### src/rtl/ffe_tap_mac_ctrl.sv
// ffe_tap_mac_ctrl
//   Read-side controller for the FFE sample register file. For each new sample it
//   reads taps 0..DEPTH-1, multiplies each tap by a programmable signed coefficient,
//   accumulates at full precision, rounds half up, saturates to the output width,
//   then pulses shift_en to age the sample history.
// Ports
//   ffe_clk, rst          clock; asynchronous active-low reset
//   sample_valid          new sample present in tap 0 (1-cycle pulse)
//   rd_en/rd_addr/rd_data register-file read port (rd_data combinational from rd_addr)
//   coef_wr_en/addr/data  coefficient write port (accepted only while idle)
//   shift_en              register-file history shift, 1-cycle pulse
//   y_out/y_valid         filtered output (held) and its update pulse
//   busy                  high while a sample is being processed
//   overrun               sample dropped because busy (1-cycle pulse)
//   coef_wr_ignored       coefficient write dropped because busy (1-cycle pulse)
module ffe_tap_mac_ctrl #(
  parameter int IN_OUT_BUS_WIDTH = 12,
  parameter int DEPTH            = 4,
  parameter int ADDR_SIZE        = $clog2(DEPTH),
  parameter int COEF_WIDTH       = 12,
  parameter int COEF_FRAC        = 10,
  parameter int ACC_WIDTH        = IN_OUT_BUS_WIDTH + COEF_WIDTH + ADDR_SIZE
) (
  input  logic                               ffe_clk,
  input  logic                               rst,
  input  logic                               sample_valid,
  input  logic signed [IN_OUT_BUS_WIDTH-1:0] rd_data,
  input  logic                               coef_wr_en,
  input  logic        [ADDR_SIZE-1:0]        coef_addr,
  input  logic signed [COEF_WIDTH-1:0]       coef_wr_data,
  output logic                               rd_en,
  output logic        [ADDR_SIZE-1:0]        rd_addr,
  output logic                               shift_en,
  output logic signed [IN_OUT_BUS_WIDTH-1:0] y_out,
  output logic                               y_valid,
  output logic                               busy,
  output logic                               overrun,
  output logic                               coef_wr_ignored
);

  localparam int PW = IN_OUT_BUS_WIDTH + COEF_WIDTH;
  localparam int RW = ACC_WIDTH + 1 - COEF_FRAC;
  localparam logic signed [RW-1:0]      Y_MAX = RW'((2 ** (IN_OUT_BUS_WIDTH - 1)) - 1);
  localparam logic signed [RW-1:0]      Y_MIN = ~Y_MAX;
  localparam logic signed [ACC_WIDTH:0] HALF  = (ACC_WIDTH + 1)'(2 ** (COEF_FRAC - 1));
  localparam logic        [ADDR_SIZE-1:0] LAST_TAP = ADDR_SIZE'(DEPTH - 1);

  typedef enum logic [1:0] {IDLE, MAC, FINISH} state_t;

  state_t state, state_nxt;

  logic        [ADDR_SIZE-1:0]        k;
  logic signed [ACC_WIDTH-1:0]        acc;
  logic signed [COEF_WIDTH-1:0]       coef [DEPTH];
  logic signed [PW-1:0]               prod;
  logic signed [ACC_WIDTH-1:0]        prod_ext;
  logic signed [ACC_WIDTH:0]          acc_rnd;
  logic signed [RW-1:0]               r;
  logic signed [IN_OUT_BUS_WIDTH-1:0] y_sat;

  always_ff @(posedge ffe_clk or negedge rst) begin
    if (!rst) state <= IDLE;
    else      state <= state_nxt;
  end

  always_comb begin
    state_nxt = state;
    rd_en     = 1'b0;
    rd_addr   = '0;
    shift_en  = 1'b0;
    busy      = 1'b0;
    case (state)
      IDLE: begin
        if (sample_valid) state_nxt = MAC;
      end
      MAC: begin
        busy    = 1'b1;
        rd_en   = 1'b1;
        rd_addr = k;
        if (k == LAST_TAP) state_nxt = FINISH;
      end
      FINISH: begin
        busy      = 1'b1;
        shift_en  = 1'b1;
        state_nxt = IDLE;
      end
      default: state_nxt = IDLE;
    endcase
  end

  // Full-precision product, then round half up by adding 0.5 LSB and keeping the
  // integer bits (taking the upper slice is an arithmetic shift), then clamp.
  always_comb begin
    prod     = PW'(rd_data) * PW'(coef[k]);
    prod_ext = {{(ACC_WIDTH - PW){prod[PW-1]}}, prod};
    acc_rnd  = {acc[ACC_WIDTH-1], acc} + HALF;
    r        = acc_rnd[ACC_WIDTH:COEF_FRAC];
    if (r > Y_MAX)      y_sat = {1'b0, {(IN_OUT_BUS_WIDTH - 1){1'b1}}};
    else if (r < Y_MIN) y_sat = {1'b1, {(IN_OUT_BUS_WIDTH - 1){1'b0}}};
    else                y_sat = r[IN_OUT_BUS_WIDTH-1:0];
  end

  always_ff @(posedge ffe_clk or negedge rst) begin
    if (!rst) begin
      k               <= '0;
      acc             <= '0;
      y_out           <= '0;
      y_valid         <= 1'b0;
      overrun         <= 1'b0;
      coef_wr_ignored <= 1'b0;
      for (int unsigned i = 0; i < DEPTH; i++) coef[i] <= '0;
    end else begin
      y_valid         <= 1'b0;
      overrun         <= sample_valid && (state != IDLE);
      coef_wr_ignored <= coef_wr_en && (state != IDLE);
      // A write in IDLE lands before the first MAC edge, so a simultaneous sample
      // already sees the new coefficient.
      if (state == IDLE && coef_wr_en) coef[coef_addr] <= coef_wr_data;
      case (state)
        IDLE: begin
          if (sample_valid) begin
            acc <= '0;
            k   <= '0;
          end
        end
        MAC: begin
          acc <= acc + prod_ext;
          k   <= k + ADDR_SIZE'(1);
        end
        FINISH: begin
          y_out   <= y_sat;
          y_valid <= 1'b1;
        end
        default: ;
      endcase
    end
  end

endmodule
### config.mk
export PLATFORM = sky130hd
export DESIGN_NAME = ffe_tap_mac_ctrl
export DESIGN_NICKNAME = d
export VERILOG_FILES = /design/src/rtl/ffe_tap_mac_ctrl.sv
export SDC_FILE = /design/constraint.sdc
export NUM_CORES = 1
export LEC_CHECK = 0
export CAP_MARGIN = 20
export CORE_MARGIN = 4
export CORE_UTILIZATION = 40
export CTS_CLUSTER_DIAMETER = 30
export DETAILED_ROUTE_END_ITERATION = 7
export HOLD_SLACK_MARGIN = 0.15
export PLACE_DENSITY = 0.61
export SYNTH_ARGS = -nofsm -noshare
export SYNTH_HDL_FRONTEND = slang
export SYNTH_SLANG_ARGS = --single-unit
### constraint.sdc
create_clock -name ffe_clk -period 6.25 [get_ports ffe_clk]
set_input_delay 1.25 -clock ffe_clk [delete_from_list [all_inputs] [get_ports ffe_clk]]
set_output_delay 1.25 -clock ffe_clk [all_outputs]
set_load 0.02 [all_outputs]
==> summary.md <==
| Metric | Value |
|---|---|
| Top area cells in the synthesized netlist | sky130_fd_sc_hd__fa_1, sky130_fd_sc_hd__dfrtp_1, sky130_fd_sc_hd__ha_1, sky130_fd_sc_hd__inv_1, sky130_fd_sc_hd__mux2_2 |
| Req. time, crit path | ~6.5 ns |
| Core box area | 26210 um^2 |
| Max Transition Viols Final | 0 |
| Global-route wire length before repair | 43.15 mm |
| Register bit count reported by yosys | 93 |
| Commonest non-fill, non-tap cells in the layout | sky130_fd_sc_hd__inv_1, sky130_fd_sc_hd__fa_1, sky130_fd_sc_hd__buf_4, sky130_fd_sc_hd__nand2_1, sky130_fd_sc_hd__dfrtp_1 |
| Count of endpoints failing hold in the final timing report | 0 |
| Initial Util | 0.4079 |
| Number of buffers inserted during clock tree synthesis | 9 |
| Wirelength, routed | 29.05 mm |
| Total of warnings raised by yosys | 0 |
| Area after DPL | about 12000 um^2 |
| Worst-case hold path end point | acc[8] |
| Worst-path fanout max | 5 |
| Die span in x | roughly 170 um |
| Average footprint of a synthesized cell | around 10 um^2 |
| Worst-margin pin slew | 0.8756 ns |
| Clock Sink Count | 93 |
| Number of library cell types mapped by synthesis | 51 |
| Port Buf Inserts | 49 |
| Number of global-route vias before repair | 8240 |
| Buffers from clock root to sink, at most | 2 |
| Final global-route overflow total | 0 |
| Synth Area in XOR/XNOR | 0.03113 |
| Die footprint | 29410 um^2 |
| Cells along the critical path | buf_4 > mux4_2 > and2_4 > fa_1 > inv_2 > fa_1 > inv_1 > fa_1 > inv_2 > fa_1 > inv_2 > fa_1 > ha_4 > ha_4 > a21o_1 > a21oi_2 > a211o_1 > a2111o_1 > a41oi_1 > xnor2_1 > o21ai_1 |
| Adder-cell area share of the yosys netlist | 0.4080 |
| FFs w/ async S/R, synth | 1.000 |
| Cell mode on critical path | sky130_fd_sc_hd__fa_1 |
| Number of iterations in the first detailed-routing pass | 5 |
| Via count of the routed design | 7930 |
| Crit-path slowest cell | sky130_fd_sc_hd__mux4_2 |
| Synth Area in Simple Gates | 0.1076 |
| Slew headroom | 0.4131 |
| Clock Pin Slew Worst Setup and Hold Paths | 0.07 ns |
| Length in cells of the worst reg-to-reg path | 21 |
| Setup slack of the worst register-to-register path | between 0.04 and 0.05 ns |
| Post-synth EDFFs | 0 |
| Remaining design rule violation count | 0 |
| Num rows | 59 |
| Class of the most critical hold timing path | flop to flop |
| Endpoint of the worst register-to-register path | acc[25] |
| Final setup fails | 0 |
| Antenna violations before repair | 0 |
| Fraction of final layout cells with drive strength greater than 1 | 0.2601 |
| Post-route minimum period | 6.203 ns |
| Post-Synthesis Net Count | about 1300 |
| Main combinational cell family by area after synthesis | adder cells |
| Number of instances in the synthesized netlist | roughly 1000 |
| Unrepaired setup endpoints after global routing | true |
| Compound-cell area share of the yosys netlist | 0.06870 |
| Average vias per placed instance | 5.116 |
| Data arrival time of the critical path | 6.41 ns |
| Type of element launching the critical path | flop |
| Final clock skew | 0.007671 ns |
| Peak per-stage delay on the critical path | 0.61 ns |
| Post-detail-place hpwl | 20.47 mm |
| Worst Path Class, Setup | flop to flop |
| Hold_sp | acc[8] |
| Number of nets in the finished design | 1486 |
| Max Cap Viol | 0 |
| Largest net degree at the start of global routing | 80 |
| GRT Total Usage | 0.1880 |
| Sum of buffers and inverters on the critical path | 5 |
| Clock tree from TritonCTS | yes |
| Period Utilization, post-route | 0.9924 |
| Number of buffers inserted for hold repair after clock tree synthesis | 0 |
| Sequential element share of the synthesized area | 0.2177 |
| Most frequent standard cell in the layout excluding fill and tap cells | sky130_fd_sc_hd__inv_1 |
| Gpl congestion | 0.8485 |
| Die Height | 171.5 um |
| Top-area cell type share of the netlist area | 0.3202 |
| Antenna diode instance count | 0 |
| Clk root buf | sky130_fd_sc_hd__clkbuf_16 |
| H-tree levels | 3 |
| Fillers | around 2300 |
| Cell count of the worst hold path | 2 |
| Total I/O pin count | 50 |
| Post-route design area | 13720 um^2 |
| Critical R2R Launch | k[0] |
| Detail Route Antenna Nets | 0 |
| Clock Latency Late Sink | 0.35 ns |
| Kind of cell with the highest combined delay on the critical path | adder cells |
| Largest area contributor in the synthesized netlist | sky130_fd_sc_hd__fa_1 |
| Top achievable clock speed | approximately 160 MHz |
| Worst setup EP type | flop |
| Prevailing post-synth register cell | sky130_fd_sc_hd__dfrtp_1 |
| Syn Std Cell Area | 10690 um^2 |
| Result of the run | complete, no violations |
| Initial detailed-routing violation count | 466 |
| Synth-to-Final Area Change | 28.36% |
| Routed length per instance | roughly 19 um |
| Mux cell area share after synthesis | 0.07853 |
## worst min-delay path, delay by kind of cell (launching register included)
family | cells | cell delay [ns]
flops | 1 | 0.34
compound gates | 1 | 0.06
simple gates | 1 | 0.05
## per-layer routing
layer / vias to the layer above / wire length [um] / global-route usage
met2: 166 / 14640 / 0.3212
met1: 4065 / 11800 / 0.2501
met4: 0 / 1449 / 0.06028
met3: 59 / 1162 / 0.02436
met5: - / 0 / 0
li1: 3640 / - / -
## kinds of logic after synthesis
group                    after synthesis
XOR/XNOR                              38
multiplexers                          64
buffers and inverters                250
adder cells (fa/ha/maj)              246
AND/OR/NAND/NOR                      235
AO/OA/AOI/OAI                        108
flip-flops                            93
## how the worst max path moves through the flow
| stage | cells past startpoint | start | to |
|---|---|---|---|
| 6_report | 21 | k[0] | acc[25] |
| 5_1_grt | 21 | k[0] | acc[25] |
| 4_1_cts | 19 | rd_data[9] | acc[23] |
| 3_5_place_dp | 18 | rd_data[0] | acc[20] |
| 3_3_place_gp | 18 | rd_data[0] | acc[20] |
| 2_1_floorplan | 16 | rd_data[11] | acc[25] |
## layout make-up
| class | instances | area (um^2) | area share |
|---|---|---|---|
| inverter | 207 | 777.0 | 0.05662 |
| clock buffer | 10 | 239.0 | 0.01742 |
| clock inverter | 6 | 116.4 | 0.008480 |
| sequential | 93 | 2331 | 0.1699 |
| timing repair buffer | 202 | 1742 | 0.1269 |
| multi-input combinational | 697 | 8098 | 0.5901 |
| tap | 335 | 419.2 | 0.03055 |
## Yosys cell counts, types with 4 or more instances
cell type,instances
sky130_fd_sc_hd__xor2_1,6
sky130_fd_sc_hd__inv_1,207
sky130_fd_sc_hd__nand3_1,13
sky130_fd_sc_hd__o21ai_0,25
sky130_fd_sc_hd__clkbuf_1,36
sky130_fd_sc_hd__nor3_1,9
sky130_fd_sc_hd__a21o_1,10
sky130_fd_sc_hd__buf_2,4
sky130_fd_sc_hd__mux2i_1,4
sky130_fd_sc_hd__dfrtp_1,93
sky130_fd_sc_hd__a22o_1,7
sky130_fd_sc_hd__o221ai_1,10
sky130_fd_sc_hd__o21bai_1,4
sky130_fd_sc_hd__nand4_1,6
sky130_fd_sc_hd__ha_1,75
sky130_fd_sc_hd__xnor2_1,32
sky130_fd_sc_hd__and2_1,71
sky130_fd_sc_hd__nand2b_1,6
sky130_fd_sc_hd__mux2_2,49
sky130_fd_sc_hd__mux4_2,11
sky130_fd_sc_hd__nand2_1,102
sky130_fd_sc_hd__a21oi_1,23
sky130_fd_sc_hd__nor2_1,18
sky130_fd_sc_hd__fa_1,171
## registers in the layout (all words and copies together), names as in the netlist
register and flops:
coef_wr_ignored 1, state 2, k 2, overrun 1, y_out 12, y_valid 1, coef 48, acc 26
## what timing repair did
item | CTS | global route
setup buffers | 9 | 23
cloned | 2 | 5
endpoints found under the setup margin | 13 | 13
resized for setup | 43 | 73
pin swaps | 37 | 67
## per-stage QoR
| step | cells | hold slack, ns | util | setup TNS [ns] | setup WS (ns) |
|---|---|---|---|---|---|
| final | 1550 | 0.4908 | 0.5236 | 0 | 0.04747 |
| after global routing | 1550 | 0.5129 | 0.5236 | -0.2206 | -0.07745 |
| after CTS | 1522 | 0.4900 | 0.4984 | 0 | 0.003591 |
| after detailed placement | 1495 | 0.4739 | 0.4717 | -8.587 | -0.7058 |
| after global placement | 1494 | 0.4671 | 0.4712 | -7.586 | -0.6429 |
| after floorplan | 1034 | 0.4498 | - | 0 | 0.005317 |
Power is not shown: default switching activity piles up to over one toggle a cycle in this logic, so the estimate is an artifact.
